--- src/rtl/mux_arbiter_2to1.sv ---
// Two-requester arbiter driving a 2:1 data mux with round-robin tie-break.
// Burst limiting per grant is enabled by defining MUX_ARB_BURST_LIMIT_EN.
module mux_arbiter_2to1 #(
  parameter int DATA_W    = 8,
  parameter int MAX_BURST = 4
) (
  input  logic              clk,
  input  logic              rst,
  input  logic              req0,
  input  logic              req1,
  input  logic [DATA_W-1:0] data0,
  input  logic [DATA_W-1:0] data1,
  output logic              gnt0,
  output logic              gnt1,
  input  logic              out_ready,
  output logic              out_valid,
  output logic [DATA_W-1:0] out_data,
  output logic              sel
);

  typedef enum logic [1:0] {
    IDLE = 2'd0,
    OWN0 = 2'd1,
    OWN1 = 2'd2
  } state_t;

  state_t state_r, state_nxt_s;
  logic   last_owner_r, last_owner_nxt_s;
  logic   sel_r, sel_nxt_s;
  logic   gnt0_r, gnt1_r;
  logic   xfer_s;

  assign out_valid = (gnt0_r & req0) | (gnt1_r & req1);
  assign xfer_s    = out_valid & out_ready;
  assign out_data  = sel_r ? data1 : data0;
  assign gnt0      = gnt0_r;
  assign gnt1      = gnt1_r;
  assign sel       = sel_r;

`ifdef MUX_ARB_BURST_LIMIT_EN
  logic [7:0] burst_r, burst_nxt_s;
  logic       burst_done_s;

  // The owner's MAX_BURST-th transfer completes this cycle
  assign burst_done_s = xfer_s && (burst_r == 8'(MAX_BURST - 1));
`else
  localparam int unused_max_burst = MAX_BURST;
`endif

  // Next-state, round-robin flag and burst counter update
  always_comb begin
    state_nxt_s      = state_r;
    last_owner_nxt_s = last_owner_r;
`ifdef MUX_ARB_BURST_LIMIT_EN
    burst_nxt_s      = burst_r;
`endif
    case (state_r)
      IDLE: begin
        if (req0 && req1) begin
          state_nxt_s = last_owner_r ? OWN0 : OWN1;
        end else if (req0) begin
          state_nxt_s = OWN0;
        end else if (req1) begin
          state_nxt_s = OWN1;
        end else begin
          state_nxt_s = IDLE;
        end
      end
      OWN0: begin
        if (!req0) begin
          last_owner_nxt_s = 1'b0;
          state_nxt_s      = req1 ? OWN1 : IDLE;
`ifdef MUX_ARB_BURST_LIMIT_EN
        end else if (burst_done_s) begin
          if (req1) begin
            last_owner_nxt_s = 1'b0;
            state_nxt_s      = OWN1;
          end else begin
            burst_nxt_s = 8'd0;
          end
        end else if (xfer_s && (burst_r != 8'hFF)) begin
          burst_nxt_s = burst_r + 8'd1;
`endif
        end else begin
          state_nxt_s = OWN0;
        end
      end
      OWN1: begin
        if (!req1) begin
          last_owner_nxt_s = 1'b1;
          state_nxt_s      = req0 ? OWN0 : IDLE;
`ifdef MUX_ARB_BURST_LIMIT_EN
        end else if (burst_done_s) begin
          if (req0) begin
            last_owner_nxt_s = 1'b1;
            state_nxt_s      = OWN0;
          end else begin
            burst_nxt_s = 8'd0;
          end
        end else if (xfer_s && (burst_r != 8'hFF)) begin
          burst_nxt_s = burst_r + 8'd1;
`endif
        end else begin
          state_nxt_s = OWN1;
        end
      end
      default: begin
        state_nxt_s = IDLE;
      end
    endcase
`ifdef MUX_ARB_BURST_LIMIT_EN
    if (state_nxt_s != state_r) begin
      burst_nxt_s = 8'd0;
    end else begin
      burst_nxt_s = burst_nxt_s;
    end
`endif
  end

  // Mux select follows the owner and holds its last value while idle
  always_comb begin
    sel_nxt_s = sel_r;
    case (state_nxt_s)
      OWN0:    sel_nxt_s = 1'b0;
      OWN1:    sel_nxt_s = 1'b1;
      default: sel_nxt_s = sel_r;
    endcase
  end

  // State and registered outputs; grants decoded from the next state
  always_ff @(posedge clk) begin
    if (rst) begin
      state_r      <= IDLE;
      last_owner_r <= 1'b1;
      sel_r        <= 1'b0;
      gnt0_r       <= 1'b0;
      gnt1_r       <= 1'b0;
`ifdef MUX_ARB_BURST_LIMIT_EN
      burst_r      <= 8'd0;
`endif
    end else begin
      state_r      <= state_nxt_s;
      last_owner_r <= last_owner_nxt_s;
      sel_r        <= sel_nxt_s;
      gnt0_r       <= (state_nxt_s == OWN0);
      gnt1_r       <= (state_nxt_s == OWN1);
`ifdef MUX_ARB_BURST_LIMIT_EN
      burst_r      <= burst_nxt_s;
`endif
    end
  end

endmodule

--- config.mk ---
export PLATFORM = sky130hd
export DESIGN_NAME = mux_arbiter_2to1
export DESIGN_NICKNAME = d
export VERILOG_FILES = /design/src/rtl/mux_arbiter_2to1.sv
export SDC_FILE = /design/constraint.sdc
export NUM_CORES = 1
export LEC_CHECK = 0
export CAP_MARGIN = 15
export CORE_AREA = 5 5 42 44
export CTS_CLUSTER_SIZE = 30
export DETAILED_ROUTE_END_ITERATION = 10
export DIE_AREA = 0 0 47 49
export PLACE_DENSITY = 0.86
export SETUP_SLACK_MARGIN = 0.2
export SLEW_MARGIN = 20
export SYNTH_ARGS = -nofsm -noshare
export SYNTH_HDL_FRONTEND = slang
export SYNTH_SLANG_ARGS = --single-unit
--- constraint.sdc ---
create_clock -name clk -period 3.6 [get_ports clk]
set_input_delay 0.9 -clock clk [delete_from_list [all_inputs] [get_ports clk]]
set_output_delay 0.9 -clock clk [all_outputs]
set_load 0.005 [all_outputs]
==> flow_metrics.env, run 1 <==
export IMPL_status="complete, no violations"
export IMPL_grt_ovfl_total=0
export IMPL_num_rows=14
export IMPL_clockBufferDepth=2
export IMPL_grt_util_met3=0.05535
export IMPL_most_common_layout_cells="clkdlybuf4s50_1 (31), mux2_4 (8), dfxtp_1 (6)"
export IMPL_drv_cap=0
export IMPL_syn_nets=61
export IMPL_antenna_found_initial=0
export IMPL_vdd_drop_max_mv=0.1845
export IMPL_rsz0062_at_grt="no"
export IMPL_layout_nets=96
export IMPL_ys_top_cells_by_area="dfxtp_1 (28%), mux2_4 (28%), ha_1 (5.9%)"
export IMPL_start_kind="input port"
export IMPL_yosys_area_top_type="dfxtp_1"
export IMPL_viasPerCell=4.494
export IMPL_instances_no_fill=87
export IMPL_clk_pin_slew_worst_paths_ns=0.04
export IMPL_grt_use_met2=0.1833
export IMPL_timing_final_hold_violations=0
export IMPL_design_portCount=33
export IMPL_crit_chain="clkdlybuf4s50_1 -> a22o_1 -> clkdlybuf4s50_1"
export IMPL_crit_required_ns=2.70
export IMPL_critical_path_arrival_ns=2.16
export IMPL_pre_cts_ws_ns=0.5427
export IMPL_gp_congestion=0.6225
export IMPL_drt_iter0_markers=6
export IMPL_holdWs_ns=0.5488
export IMPL_synth_seq_cells=6
export IMPL_end_kind="output pin"
export IMPL_clk_latency_ns=0.24
export IMPL_gr_max_usage_layer="met2"
export IMPL_initial_core_util=0.3018
export IMPL_post_cts_buffers=0
export IMPL_ys_seq_area_frac=0.2840
export IMPL_finalSetupViolCount=0
export IMPL_cp_top_family="buffers and inverters"
export IMPL_cp_slowest_cell="clkdlybuf4s50_1"
export IMPL_synthToLayoutAreaGrowth_pct=80.77
export IMPL_cts_made_buffers=3
export IMPL_period_share=0.8493
export IMPL_hold_class="flop to flop"
export IMPL_synthCells=38
export IMPL_wirelength_um=1083
export IMPL_grt_met1_usage=0.1084
export IMPL_max_slew_margin=0.6422
export IMPL_final_area_um2=764.5
export IMPL_path_depth=3
export IMPL_grt_pass1_wl_um=1814
export IMPL_power_density_nw_per_um2=274.7
export IMPL_setup_tns_ns=0
export IMPL_yosys_warnings=0
export IMPL_clock_skew_final_ns=0.002519
export IMPL_syn_avg_cell_area_um2=11.13
export IMPL_yosysTopAreaCellShare=0.2840
export IMPL_dp_cells=84
export IMPL_die_w_um=47
export IMPL_fmax_ghz=0.3271
export IMPL_slew_violations=0
export IMPL_die_h_um=49
export IMPL_vias=391
export IMPL_crit_fanout=4
export IMPL_worst_path_largest_cell_delay_ns=0.59
export IMPL_grt_pass1_vias=398
export IMPL_min_path_cells=2
export IMPL_synthDistinctLibCells=17
export IMPL_drcViolationCount=0
export IMPL_post_cts_resized=0
export IMPL_worst_path_buf_inv=2
export IMPL_htree_levels=1
export IMPL_route_detailed_wl_per_inst_um=12.45
export IMPL_grt_max_degree=11
export IMPL_grt_total_usage=0.1150
export IMPL_antenna_left=0
export IMPL_worst_slack_ns=0.5424
export IMPL_path_class="input port to output pin"
export IMPL_coreArea_um2=1401
export IMPL_tightest_slew_ns=0.5360
export IMPL_postPlaceCellArea_um2=742.0
export IMPL_clock_sinks=6
export IMPL_cp_common_cell="clkdlybuf4s50_1"
export IMPL_clockRootBuffer="clkbuf_4"
export IMPL_portBuffers=31
export IMPL_syn_area_um2=422.9
export IMPL_layout_cells_most_common="clkdlybuf4s50_1"
export IMPL_cts_hold_buf=0
export IMPL_period_minus_slack_ns=3.058
export IMPL_layout_drive_gt1_share=0.2113
export IMPL_dieArea_um2=2303
export IMPL_diodes=0
export IMPL_reg2regPathDepth=6
export IMPL_cts_tree="built"
export IMPL_hpwl_um=950.7
export IMPL_p_leak_nw=0.3197
export IMPL_detail_route_first_pass_iterations=3
-- cell families after synthesis --
kind of cell,Yosys count,synth area share
AO/OA/AOI/OAI,7,0.1627
buffers and inverters,5,0.06212
AND/OR/NAND/NOR,9,0.1243
multiplexers,9,0.3077
flip-flops,6,0.2840
adder cells (fa/ha/maj),2,0.05916
-- Yosys cell counts --
library cell / n
a22o_1: 1
a21oi_2: 1
mux2i_1: 1
o311ai_1: 1
a21oi_1: 1
dfxtp_1: 6
nand2b_1: 1
ha_1: 2
nor2_1: 4
buf_6: 1
nor2b_1: 3
o21ai_4: 1
mux2_4: 8
o21ba_4: 1
nor3b_2: 1
o21ai_0: 1
inv_1: 4
-- power by group --
part / switching, mW / leakage [nW] / internal (mW) / total (mW)
logic: 0.0200 / 0.257 / 0.0541 / 0.0741
clock network: 0.0221 / 0.0138 / 0.0376 / 0.0597
registers: 0.00560 / 0.0492 / 0.0706 / 0.0762
-- area by class of cell --
type                       instances  area, um^2
clock buffer                       3       22.52
sequential                         6       120.1
fill                             140       636.9
multi-input combinational         27       276.5
inverter                           4       15.01
tap                               16       20.02
timing repair buffer              31       310.3
-- worst min-delay path, cell delays in order (launching register included) --
cell and delay [ns]:
dfxtp_1 0.34, inv_1 0.06, o311ai_1 0.09
-- path summary, 6_finish.rpt --
check                       to  slack (ns)        from
hold reg to reg   last_owner_r        0.55  state_r[1]
hold / removal    last_owner_r        0.55  state_r[1]
setup / recovery     out_valid        0.54        req0
setup reg to reg           sel        2.21  state_r[1]
-- per-layer routing --
layer	up-vias	wire length, um
li1	197	-
met1	179	388
met2	11	604
met3	4	52
met4	0	37
met5	-	0
-- through the flow --
| step | total power, mW | utilization |
|---|---|---|
| after CTS | 0.2139 | 0.5455 |
| after global placement | 0.1500 | 0.5295 |
| after floorplan | 0.1080 | - |
| after global routing | 0.2222 | 0.5455 |
| final | 0.2100 | 0.5455 |
| after detailed placement | 0.1524 | 0.5295 |
-- registers in the layout, indices dropped and copies added (netlist names) --
register	count
gnt0	1
gnt1	1
last_owner_r	1
sel	1
state_r	2
No activity file was read; power rests on OpenSTA's default activity.
==> inputs of run 2 (changes only) <==
--- a/config.mk
+++ b/config.mk
@@ -6,11 +6,11 @@
 export NUM_CORES = 1
 export LEC_CHECK = 0
 export CAP_MARGIN = 15
-export CORE_AREA = 5 5 42 44
+export CORE_MARGIN = 5
+export CORE_UTILIZATION = 31
 export CTS_CLUSTER_SIZE = 30
 export DETAILED_ROUTE_END_ITERATION = 10
-export DIE_AREA = 0 0 47 49
-export PLACE_DENSITY = 0.86
+export PLACE_DENSITY = 0.85
 export SETUP_SLACK_MARGIN = 0.2
 export SLEW_MARGIN = 20
 export SYNTH_ARGS = -nofsm -noshare
==> constraint.sdc (replaced) <==
create_clock -name clk -period 3.09 [get_ports clk]
set_input_delay 0.7725 -clock clk [delete_from_list [all_inputs] [get_ports clk]]
set_output_delay 0.7725 -clock clk [all_outputs]
set_load 0.005 [all_outputs]
==> run 2 against run 1 <==
Compared with the run above:
- register-to-register slack worse by 0.51 ns
- first-iteration DRC count down 83%
- setup slack worse by 0.25 ns
- utilization up 4.1 points
- wire length up 9.3%
- clock power up 25%
- sequential share of layout area about the same
- power up 19%
- die area down 4.3%
- combinational power up 18%
==> flow_metrics.env, run 2 (synthesized netlist as in run 1, its figures left out) <==
export IMPL_critical_path_arrival_ns=2.02
export IMPL_p_clk_frac=0.297
export IMPL_layout_cells_most_common="clkdlybuf4s50_1"
export IMPL_min_path_cells=2
export IMPL_cp_slowest_cell="clkdlybuf4s50_1"
export IMPL_period_minus_slack_ns=2.795
export IMPL_dp_cells=83
export IMPL_gp_congestion=0.6372
export IMPL_slew_violations=0
export IMPL_internal_power_mw=0.1895
export IMPL_antenna_found_initial=0
export IMPL_highest_layer="met4"
export IMPL_grt_ovfl_total=0
export IMPL_instances_no_fill=86
export IMPL_largest_reg_flops=2
export IMPL_dr_wl_met3_um=83
export IMPL_grt_total_usage=0.1108
export IMPL_end_kind="output pin"
export IMPL_drv_cap=0
export IMPL_hpwl_um=1013
export IMPL_vias=388
export IMPL_viasPerCell=4.512
export IMPL_fmax_ghz=0.3577
export IMPL_clock_sinks=6
export IMPL_clock_skew_final_ns=0.005377
export IMPL_regMostFlops="state_r"
export IMPL_antenna_left=0
export IMPL_crit_required_ns=2.32
export IMPL_synthToLayoutAreaGrowth_pct=80.47
export IMPL_max_slew_margin=0.6400
export IMPL_final_area_um2=763.2
export IMPL_die_w_um=46.94
export IMPL_status="complete, no violations"
export IMPL_power_density_nw_per_um2=328.1
export IMPL_path_depth=3
export IMPL_coreArea_um2=1301
export IMPL_clockRootBuffer="clkbuf_4"
export IMPL_portBuffers=31
export IMPL_reg2regPathDepth=6
export IMPL_cp_common_cell="clkdlybuf4s50_1"
export IMPL_wirelength_um=1184
export IMPL_grt_max_degree=11
export IMPL_crit_chain="clkdlybuf4s50_1 -> a22o_1 -> clkdlybuf4s50_1"
export IMPL_route_detailed_wl_per_inst_um=13.77
export IMPL_hold_class="flop to flop"
export IMPL_drt_met1_wl_um=400
export IMPL_drt_iter0_markers=1
export IMPL_holdWs_ns=0.5475
export IMPL_p_total_mw=0.2504
export IMPL_p_comb_frac=0.348
export IMPL_grt_pass1_wl_um=1580
export IMPL_tightest_slew_ns=0.5392
export IMPL_worst_slack_ns=0.2947
export IMPL_postPlaceCellArea_um2=740.7
export IMPL_finalSetupViolCount=0
export IMPL_period_share=0.9046
export IMPL_setup_tns_ns=0
export IMPL_swShare=0.2433
export IMPL_htree_levels=1
export IMPL_grt_pass1_vias=355
export IMPL_final_util=0.5865
export IMPL_met2_length_um=691
export IMPL_p_leak_nw=0.3197
export IMPL_layout_nets=96
export IMPL_dieArea_um2=2203
export IMPL_rsz0062_at_grt="no"
export IMPL_cts_tree="built"
export IMPL_clk_pin_slew_worst_paths_ns=0.05
export IMPL_worst_path_largest_cell_delay_ns=0.59
export IMPL_cts_hold_buf=0
export IMPL_sequentialPowerShare=0.355
export IMPL_path_class="input port to output pin"
export IMPL_clk_latency_ns=0.25
export IMPL_drcViolationCount=0
export IMPL_most_common_layout_cells="clkdlybuf4s50_1 (31), mux2_4 (8), dfxtp_1 (6)"
export IMPL_diodes=0
export IMPL_crit_fanout=4
export IMPL_detail_route_first_pass_iterations=3
export IMPL_cp_top_family="buffers and inverters"
export IMPL_die_h_um=46.94
export IMPL_pre_cts_ws_ns=0.2988
export IMPL_timing_final_hold_violations=0
export IMPL_post_cts_resized=0
export IMPL_p_sw_mw=0.06091
export IMPL_layout_drive_gt1_share=0.2113
export IMPL_clockBufferDepth=2
export IMPL_start_kind="input port"
export IMPL_worst_path_buf_inv=2
export IMPL_fillers=125
export IMPL_post_cts_buffers=0
export IMPL_num_rows=13
export IMPL_cts_made_buffers=3
export IMPL_design_portCount=33
export IMPL_initial_core_util=0.3250
export IMPL_vdd_drop_max_mv=0.2690
==> run 2: cell counts in the layout (fill, tap and decap cells not counted) <==
Identical to the previous run, type by type.
==> run 2: cell type report <==
class	count	area (um^2)	share of cell area
Multi-Input combinational cell	27	276.5	0.3623
Clock buffer	3	22.52	0.02951
Timing Repair Buffer	31	310.3	0.4066
Tap cell	15	18.77	0.02459
Inverter	4	15.01	0.01967
Sequential cell	6	120.1	0.1574
==> run 2: path summary, 6_finish.rpt <==
| check | startpoint | end | slack [ns] |
|---|---|---|---|
| worst max-delay path | req0 | out_valid | 0.29 |
| worst min-delay path | last_owner_r | last_owner_r | 0.55 |
| worst max register to register | state_r[1] | sel | 1.70 |
| worst min register to register | last_owner_r | last_owner_r | 0.55 |
==> run 2: layer usage <==
metal	vias up	global-route usage
met2	10	0.1816
met5	-	0
met1	179	0.1114
met4	0	0.04972
li1	197	-
met3	2	0.06897
==> run 2: power groups by stage <==
stage,clock (mW),sequential [mW],combinational [mW]
2_1_floorplan,0,0.0872,0.0387
3_3_place_gp,0,0.0900,0.0850
3_5_place_dp,0,0.0905,0.0880
4_1_cts,0.0763,0.0890,0.0882
5_1_grt,0.0764,0.0897,0.0931
6_report,0.0744,0.0889,0.0871
==> run 2: worst min-delay path: stages, from the launching register on <==
cell and delay, ns:
dfxtp_1 0.37, a21oi_1 0.08, o311ai_1 0.06
==> inputs of run 3 (changes only) <==
--- a/config.mk
+++ b/config.mk
@@ -12,6 +12,7 @@
 export DETAILED_ROUTE_END_ITERATION = 10
 export PLACE_DENSITY = 0.85
 export SETUP_SLACK_MARGIN = 0.2
+export SKIP_LAST_GASP = 1
 export SLEW_MARGIN = 20
 export SYNTH_ARGS = -nofsm -noshare
 export SYNTH_HDL_FRONTEND = slang
==> results of run 3 <==
No change in the layout: final DEF, timing and power equal those of run 2.
